File: config.mk
export PLATFORM = sky130hd
export DESIGN_NAME = sr_flag_arbiter
export DESIGN_NICKNAME = d
export VERILOG_FILES = /design/src/rtl/sr_flag_arbiter.sv
export SDC_FILE = /design/constraint.sdc
export NUM_CORES = 1
export LEC_CHECK = 0
export CORE_ASPECT_RATIO = 0.5
export CORE_UTILIZATION = 40
export CTS_CLUSTER_DIAMETER = 200
export DETAILED_ROUTE_END_ITERATION = 12
export PLACE_DENSITY = 0.65
export REMOVE_ABC_BUFFERS = 1
export SYNTH_ARGS = -nofsm -noshare
export SYNTH_HDL_FRONTEND = slang
export SYNTH_SLANG_ARGS = --single-unit
File: constraint.sdc
create_clock -name CLK -period 8.36 [get_ports CLK]
set_clock_uncertainty 0.15 [all_clocks]
set_input_delay 2.09 -clock CLK [delete_from_list [all_inputs] [get_ports CLK]]
set_output_delay 2.09 -clock CLK [all_outputs]
set_load 0.01 [all_outputs]
File: src/rtl/sr_flag_arbiter.sv
// sr_flag_arbiter
// Round-robin arbiter that shares a bank of SR flags between several
// requesters. One request is granted at a time. The block drives a single-cycle
// S or R strobe, reads the flag back, and returns a one-cycle ack with an err bit.
//
// Handshake: a requester raises req[i] with cmd_op/cmd_idx stable and holds it
// until ack[i] pulses. It drops req[i] in the cycle after ack. A req that is
// still high when the block returns to IDLE is taken as a new command. A req
// dropped early is ignored, and the granted transaction still completes.
//
// dbg_state exposes the FSM state (0 IDLE, 1 DRIVE, 2 CHECK, 3 RESP).
module sr_flag_arbiter #(
    parameter int N_REQ   = 4,
    parameter int N_FLAGS = 8,
    localparam int IDX_W  = (N_FLAGS > 1) ? $clog2(N_FLAGS) : 1
) (
    input  logic                   CLK,
    input  logic                   RST_N,
    input  logic [N_REQ-1:0]       req,
    input  logic [2*N_REQ-1:0]     cmd_op,
    input  logic [IDX_W*N_REQ-1:0] cmd_idx,
    input  logic [N_FLAGS-1:0]     q_in,
    output logic [N_FLAGS-1:0]     s_out,
    output logic [N_FLAGS-1:0]     r_out,
    output logic [N_REQ-1:0]       gnt,
    output logic [N_REQ-1:0]       ack,
    output logic                   err,
    output logic                   busy,
    output logic [1:0]             dbg_state
);

    localparam int PTR_W = (N_REQ > 1) ? $clog2(N_REQ) : 1;

    typedef enum logic [1:0] {
        ST_IDLE  = 2'd0,
        ST_DRIVE = 2'd1,
        ST_CHECK = 2'd2,
        ST_RESP  = 2'd3
    } state_t;

    state_t             r_state;
    logic [PTR_W-1:0]   r_rr_ptr;
    logic [PTR_W-1:0]   r_win;
    logic [IDX_W-1:0]   r_idx;
    logic               r_exp;
    logic               r_oor;
    logic [N_FLAGS-1:0] r_s;
    logic [N_FLAGS-1:0] r_r;
    logic [N_REQ-1:0]   r_gnt;
    logic [N_REQ-1:0]   r_ack;
    logic               r_err;
    logic               r_busy;

    // Arbitration results
    logic               w_found;
    logic [PTR_W-1:0]   w_win;
    logic [1:0]         w_op;
    logic [IDX_W-1:0]   w_idx;
    logic [N_REQ-1:0]   w_gnt_vec;
    int                 w_j;

    // Decode of the winning command
    logic               w_oor;
    logic               w_q_sel;
    logic               w_exp;
    logic [N_FLAGS-1:0] w_s_vec;
    logic [N_FLAGS-1:0] w_r_vec;

    // Readback of the granted flag during CHECK
    logic               w_q_chk;
    logic               w_err_next;
    logic [PTR_W-1:0]   w_next_ptr;

    // Round-robin search: start at rr_ptr, wrap, and take the first req that is high
    always_comb begin
        w_found   = 1'b0;
        w_win     = '0;
        w_op      = 2'b00;
        w_idx     = '0;
        w_gnt_vec = '0;
        w_j       = 0;
        for (int k = 0; k < N_REQ; k++) begin
            w_j = int'(r_rr_ptr) + k;
            if (w_j >= N_REQ) begin
                w_j = w_j - N_REQ;
            end
            if (!w_found && req[w_j]) begin
                w_found = 1'b1;
                w_win   = PTR_W'(w_j);
                w_op    = cmd_op[2*w_j +: 2];
                w_idx   = cmd_idx[IDX_W*w_j +: IDX_W];
            end
        end
        for (int k = 0; k < N_REQ; k++) begin
            if (w_found && (int'(w_win) == k)) begin
                w_gnt_vec[k] = 1'b1;
            end
        end
    end

    // Decode the winner's command: expected value and strobe, both sampled this cycle.
    // An out-of-range index reads as 0 and produces no strobe.
    always_comb begin
        w_oor   = (int'(w_idx) >= N_FLAGS);
        w_q_sel = 1'b0;
        w_s_vec = '0;
        w_r_vec = '0;
        for (int i = 0; i < N_FLAGS; i++) begin
            if (int'(w_idx) == i) begin
                w_q_sel = q_in[i];
            end
        end
        case (w_op)
            2'b10:   w_exp = 1'b1;
            2'b01:   w_exp = 1'b0;
            2'b11:   w_exp = ~w_q_sel;
            default: w_exp = w_q_sel;
        endcase
        for (int i = 0; i < N_FLAGS; i++) begin
            if (!w_oor && (int'(w_idx) == i)) begin
                case (w_op)
                    2'b10:   w_s_vec[i] = 1'b1;
                    2'b01:   w_r_vec[i] = 1'b1;
                    2'b11: begin
                        w_s_vec[i] = ~w_q_sel;
                        w_r_vec[i] = w_q_sel;
                    end
                    default: ;
                endcase
            end
        end
    end

    // Readback compare of the latched flag, and the pointer advance past the winner
    always_comb begin
        w_q_chk = 1'b0;
        for (int i = 0; i < N_FLAGS; i++) begin
            if (int'(r_idx) == i) begin
                w_q_chk = q_in[i];
            end
        end
        w_err_next = (w_q_chk != r_exp) | r_oor;
        w_next_ptr = (int'(r_win) + 1 >= N_REQ) ? '0 : r_win + PTR_W'(1);
    end

    // Transaction FSM: IDLE -> DRIVE -> CHECK -> RESP -> IDLE, all outputs registered
    always_ff @(posedge CLK or negedge RST_N) begin
        if (!RST_N) begin
            r_state  <= ST_IDLE;
            r_rr_ptr <= '0;
            r_win    <= '0;
            r_idx    <= '0;
            r_exp    <= 1'b0;
            r_oor    <= 1'b0;
            r_s      <= '0;
            r_r      <= '0;
            r_gnt    <= '0;
            r_ack    <= '0;
            r_err    <= 1'b0;
            r_busy   <= 1'b0;
        end else begin
            case (r_state)
                ST_IDLE: begin
                    if (w_found) begin
                        r_state <= ST_DRIVE;
                        r_win   <= w_win;
                        r_idx   <= w_idx;
                        r_exp   <= w_exp;
                        r_oor   <= w_oor;
                        r_s     <= w_s_vec;
                        r_r     <= w_r_vec;
                        r_gnt   <= w_gnt_vec;
                        r_busy  <= 1'b1;
                    end
                end
                ST_DRIVE: begin
                    // The bank captures the strobe on this edge, so drop it now
                    r_state <= ST_CHECK;
                    r_s     <= '0;
                    r_r     <= '0;
                end
                ST_CHECK: begin
                    r_state  <= ST_RESP;
                    r_ack    <= r_gnt;
                    r_err    <= w_err_next;
                    r_rr_ptr <= w_next_ptr;
                end
                default: begin
                    r_state <= ST_IDLE;
                    r_ack   <= '0;
                    r_err   <= 1'b0;
                    r_gnt   <= '0;
                    r_busy  <= 1'b0;
                end
            endcase
        end
    end

    assign s_out     = r_s;
    assign r_out     = r_r;
    assign gnt       = r_gnt;
    assign ack       = r_ack;
    assign err       = r_err;
    assign busy      = r_busy;
    assign dbg_state = r_state;

endmodule

== After elaboration in Yosys (flattened, before gate mapping) ==
Index checks and enable logic that the tools add are counted.

* Register bits after elaboration: 36
* Latch bits: 0
* Bits in writable memories: 0
* ROM bits: 0
* Bits of input ports: 34
* Output and inout bits: 28
* Memories: 0

* Add/sub/neg operators: 9
* Multipliers: 4
* Divide/modulo/power cells: 0
* Order comparisons: 9
* Equality and inequality tests: 24
* Shifts and indexed selects: 8
* Multiplexer cells: 84
* Bitwise logic cells: 2
* Reduce and logical (&&, ||, !) cells: 20

{| class="wikitable"
|+ Operators with widths
! operator !! count
|-
| $lt 32x4->1 const B || 4
|-
| $mul 3x32->32 const A || 4
|-
| $mux 32 || 4
|-
| $shiftx 12x32->3 || 4
|-
| $shiftx 8x32->2 || 4
|-
| $mux 1 || 49
|-
| $pmux 8 s2 || 2
|-
| $eq 3x3->1 const B || 8
|-
| $mux 2 || 10
|-
| $mux 8 || 2
|-
| $pmux 4 s2 || 2
|-
| $eq 3x2->1 const B || 4
|-
| $ge 3x3->1 const B || 4
|-
| $mux 3 || 4
|-
| $sub 3x3->4 const B || 3
|-
| $eq 2x2->1 const B || 5
|-
| $bmux 1 s2 || 4
|-
| $pmux 1 s2 || 4
|-
| $logic_and 1x1->1 || 7
|-
| $add 2x1->3 const B || 2
|-
| $add 2x2->3 const B || 2
|-
| $eq 2x1->1 const B || 3
|-
| $eq 3x1->1 const B || 2
|-
| $logic_not 3->1 || 2
|-
| 14 further kinds || 21
|}

== Logic depth before layout (Yosys ltp) ==
* Depth after elaboration: 29
* Mapped depth: 19

== Worst setup path before layout ==
OpenSTA, ideal clock, no wires.

* Path type: input to register
* Start point: in req[3]
* End point: reg r_s[1] (netlist: s_out[1])
* Arrival: 4366 ps
* Required time: 8142 ps
* Path slack: 3776 ps
* Stages: 9
* Buffers on the path: 1
* Cells stage by stage: mux4_2 clkbuf_1 or3_1 or3_1 o32ai_2 inv_1 and2_1 a22oi_4 a32o_1

* Word-level cells in the longest chain between the ends: 27

{| class="wikitable"
|+ RTL lines
! item !! RTL line !! text
|-
| from (decl) || 19 || <nowiki>input logic [N_REQ-1:0] req,</nowiki>
|-
| $bmux 1 s2 || 87 || <nowiki>if (!w_found && req[w_j]) begin</nowiki>
|-
| $mux 1 (implied by the code) (2 in series) || 87 ||
|-
| $mux 1 || 87 ||
|-
| $logic_not 1->1 || 87 ||
|-
| $logic_and 1x1->1 || 87 ||
|-
| $mux 1 || 87 ||
|-
| $logic_not 1->1 || 87 ||
|-
| $logic_and 1x1->1 || 87 ||
|-
| [3 not listed] || n/a ||
|-
| $mux 3 || 87 ||
|-
| $logic_not 3->1 || 109 || <nowiki>if (int'(w_idx) == i) begin</nowiki>
|-
| $mux 1 (8 in series) || 109 ||
|-
| $not 1->1 || 125 || <nowiki>w_s_vec[i] = ~w_q_sel;</nowiki>
|-
| $pmux 1 s2 || 121 || <nowiki>case (w_op)</nowiki>
|-
| $mux 1 || 120 || <nowiki>if (!w_oor && (int'(w_idx) == i)) begin</nowiki>
|-
| $mux 8 || 164 || <nowiki>if (w_found) begin</nowiki>
|-
| $pmux 8 s2 || 162 || <nowiki>case (r_state)</nowiki>
|-
| to (signal assigned) || 170 || <nowiki>r_s <= w_s_vec;</nowiki>
|-
| to (decl) || 47 || <nowiki>logic [N_FLAGS-1:0] r_s;</nowiki>
|}

Several ways; a longest one is shown, not always the timed one. The select of a mux whose other input is x is not followed.
A chain may end at the register's enable or synchronous reset.

== Worst setup path after layout ==
* Start point: reg r_rr_ptr[0]
* End point: reg r_r[2] (netlist: r_out[2])

* Word-level cells in the longest chain between the ends: 28

{| class="wikitable"
|+ RTL lines
! item !! RTL line !! text
|-
| from (decl) || 42 || <nowiki>logic [PTR_W-1:0] r_rr_ptr;</nowiki>
|-
| from (signal assigned) || 186 || <nowiki>r_rr_ptr <= w_next_ptr;</nowiki>
|-
| parallel branches: the longest is 28 deep, another holds $mul 3x32->32 || n/a ||
|-
| to (signal assigned) || 171 || <nowiki>r_r <= w_r_vec;</nowiki>
|-
| to (decl) || 48 || <nowiki>logic [N_FLAGS-1:0] r_r;</nowiki>
|}

Several ways; the timed one is not identified. The select of a mux whose other input is x is not followed.

==> flow_metrics.py <==
metrics = {
    "run_status": {
        "status": "finished clean",
    },
    "clock_network": {
        "root_buffer": "clkbuf_16",
        "cts_setup_buffers": 0,
        "cts_hold_buf": 0,
        "cts_tree": "yes",
        "cts_resized": 0,
        "cts_sinks": 36,
        "clk_pin_slew_ns": 0.06,
        "cts_buffers": 5,
        "cts.htree.levels": 2,
        "clkLatencyLatePin_ns": 0.28,
        "clk_path_buf_depth": 2,
    },
    "floorplan": {
        "std_cell_rows": 24,
        "initial_core_util_pct": 42.3,
        "die-area_mm2": 0.00989,
        "core-area_mm2": 0.00895,
        "dieHeight_um": 70.8,
        "die_w_um": 140,
        "ios": 62,
    },
    "timing": {
        "setup_ws_ns": 3.04,
        "drv_slew": 0,
        "period_share_pct": 63.6,
        "rsz0062_at_grt": "no",
        "clock.fmax_mhz": 188,
        "setup_tns_ns": 0,
        "holdWs_ns": 0.327,
        "final_hold_viol_count": 0,
        "setup_viol": 0,
        "tightest_slew_ns": 1.01,
        "relSlewSlack_pct": 32.2,
        "period_needed_ns": 5.32,
    },
    "routing": {
        "wl_met2_um": 4280,
        "drt_iter0_drc": 244,
        "top_layer_used": "met4",
        "drcViolationCount": 0,
        "drt-total-wl_um": 9790,
        "routedWlPerCell_um": 17.1,
        "route.met3.wl_um": 554,
        "via_per_inst": 6.04,
        "drt_pass1_iterations": 5,
        "wl_met1_um": 4840,
        "vias": 3453,
        "antenna_left": 0,
    },
    "critical_path": {
        "crit_required_ns": 8.38,
        "cp-end-kind": "flip-flop",
        "crit_family": "adder cells",
        "path_buf_inv": 2,
        "crit_top_cell": "mux2i_1",
        "cp_slowest_cell": "ha_2",
        "critPathMaxFanout": 32,
        "crit_chain": "clkinv_1 -> ha_2 -> buf_4 -> nor2_1 -> ha_1 -> mux2i_1 -> mux2i_1 -> a21boi_0 -> o21ai_2 -> nor3_4 -> mux2i_1 -> mux2i_4 -> o21ba_1 -> a32o_1",
        "cp-start-kind": "flip-flop",
        "critical_path_class": "reg2reg",
        "cpPeakStageDelay_ns": 0.99,
        "worstPathArrival_ns": 5.34,
    },
    "synth": {
        "ys_seq_area_share_pct": 23.8,
        "ys_seq_elements": 36,
        "ys_types": 72,
        "yosysTopAreaCell": "dfrtp_1",
        "yosysWarnings": 0,
        "synth_area_mm2": 0.00379,
        "synth_top_area_share_pct": 23.8,
        "synthCells": 409,
        "synthFlopType": "dfrtp_1",
        "synth_area_leaders": "dfrtp_1 24%, mux4_2 11%, mux2i_1 9.0%",
        "async_flop_share_pct": 100,
        "syn_area_per_cell_um2": 9.26,
        "synth-edff-count": 0,
    },
    "power_and_ir_drop": {
        "peakVddDrop_mv": 0.156,
        "power_mw": 2.20,
        "p_leak_nw": 1.84,
        "power-per-cell-area_mw_per_mm2": 480,
    },
    "cells_and_area": {
        "drive_above_1_share_pct": 12.7,
        "fin_util_pct": 51.2,
        "finalNetCount": 502,
        "syn_to_final_growth_pct": 21.0,
        "fin_cells": 572,
        "postLayoutCellArea_mm2": 0.00458,
        "antenna_cells": 0,
        "layout_common_cells": "60 x clkdlybuf4s50_1, 54 x nand2_1, 35 x dfrtp_1, 34 x mux2i_1, 23 x nor2_1",
        "final_common_cell": "clkdlybuf4s50_1",
    },
    "min_path": {
        "hold_class": "reg2reg",
    },
    "placement": {
        "gp_congestion": 0.891,
        "placed_cells": 564,
        "portBuffers": 61,
        "preCtsSetupSlack_ns": 2.85,
        "post-dp-hpwl_um": 7090,
        "placed_area_mm2": 0.00442,
    },
    "grt": {
        "grt_max_degree": 60,
        "antenna_found_initial": 0,
        "grt_pass1_vias": 3186,
        "grt_pass1_wl_um": 16300,
        "grt_usage_pct": 20.1,
        "grt.overflow.total": 0,
    },
    "run": {
        "cap_violations": 0,
    },
}
-- area by class of cell --
class / count / area [um^2]
Tap cell: 117 / 146
Fill cell: 850 / 4370
Inverter: 17 / 63.8
Clock buffer: 5 / 125
Timing Repair Buffer: 64 / 628
Clock inverter: 3 / 42.5
Sequential cell: 36 / 902
Multi-Input combinational cell: 330 / 2680
-- report_power, final --
| part | total [mW] | internal, mW | switching [mW] |
|---|---|---|---|
| Combinational | 1.69 | 0.723 | 0.972 |
| Sequential | 0.293 | 0.239 | 0.0534 |
| Clock | 0.212 | 0.140 | 0.0718 |
-- registers in the layout (all words and copies together) (netlist names) --
register,cells
r_out,8
s_out,8
ack,4
gnt,4
r_idx,3
dbg_state,2
r_rr_ptr,2
r_win,2
busy,1
err,1
r_exp,1
-- metal layers --
metal | vias up | GRT usage, %
met5 | - | 0
met4 | 0 | 5.25
met3 | 12 | 2.23
met2 | 123 | 31.2
met1 | 1674 | 29.8
li1 | 1644 | -
-- path summary, 6_finish.rpt --
kind	start	end	slack, ns	depth (start not counted)
max in group asynchronous	RST_N	r_rr_ptr[0]	5.76	1
min in group asynchronous	RST_N	s_out[3]	1.74	1
max	r_rr_ptr[0]	r_out[2]	3.04	14
min	ack[1]	ack[1]	0.33	2
min reg2reg	ack[1]	ack[1]	0.33	2
max reg2reg	r_rr_ptr[0]	r_out[2]	3.04	14
-- cell usage after synthesis, types with 6 or more instances --
cell	count
nand2_1	54
dfrtp_1	36
mux2i_1	34
nor2_1	23
o21ai_0	20
mux4_2	18
ha_1	14
inv_1	14
a21oi_1	13
clkbuf_1	12
nor2b_1	11
nor3_1	10
a22o_1	9
a32o_1	9
o21ai_1	8
mux2_2	7
nand3_1	7
a211oi_1	6
a221oi_1	6
buf_6	6
nand2b_1	6
or3_1	6
-- worst reg2reg max path, stage by stage (launching register included) --
cell	delay, ns
dfrtp_2	0.36
clkinv_1	0.50
ha_2	0.99
buf_4	0.47
nor2_1	0.12
ha_1	0.28
mux2i_1	0.06
mux2i_1	0.42
a21boi_0	0.35
o21ai_2	0.12
nor3_4	0.39
mux2i_1	0.33
mux2i_4	0.15
o21ba_1	0.24
a32o_1	0.25
-- logic make-up after synthesis --
kind of cell,share of synthesized area [%]
adders and majority gates,4.62
and+or+nand+nor,19.0
other,0.0990
muxes,24.5
xor gates and xnor gates,0.462
DFF,23.8
AOI/OAI and AO/OA,21.8
buffers and inverters,5.68
(Power assumes the default switching activity.)
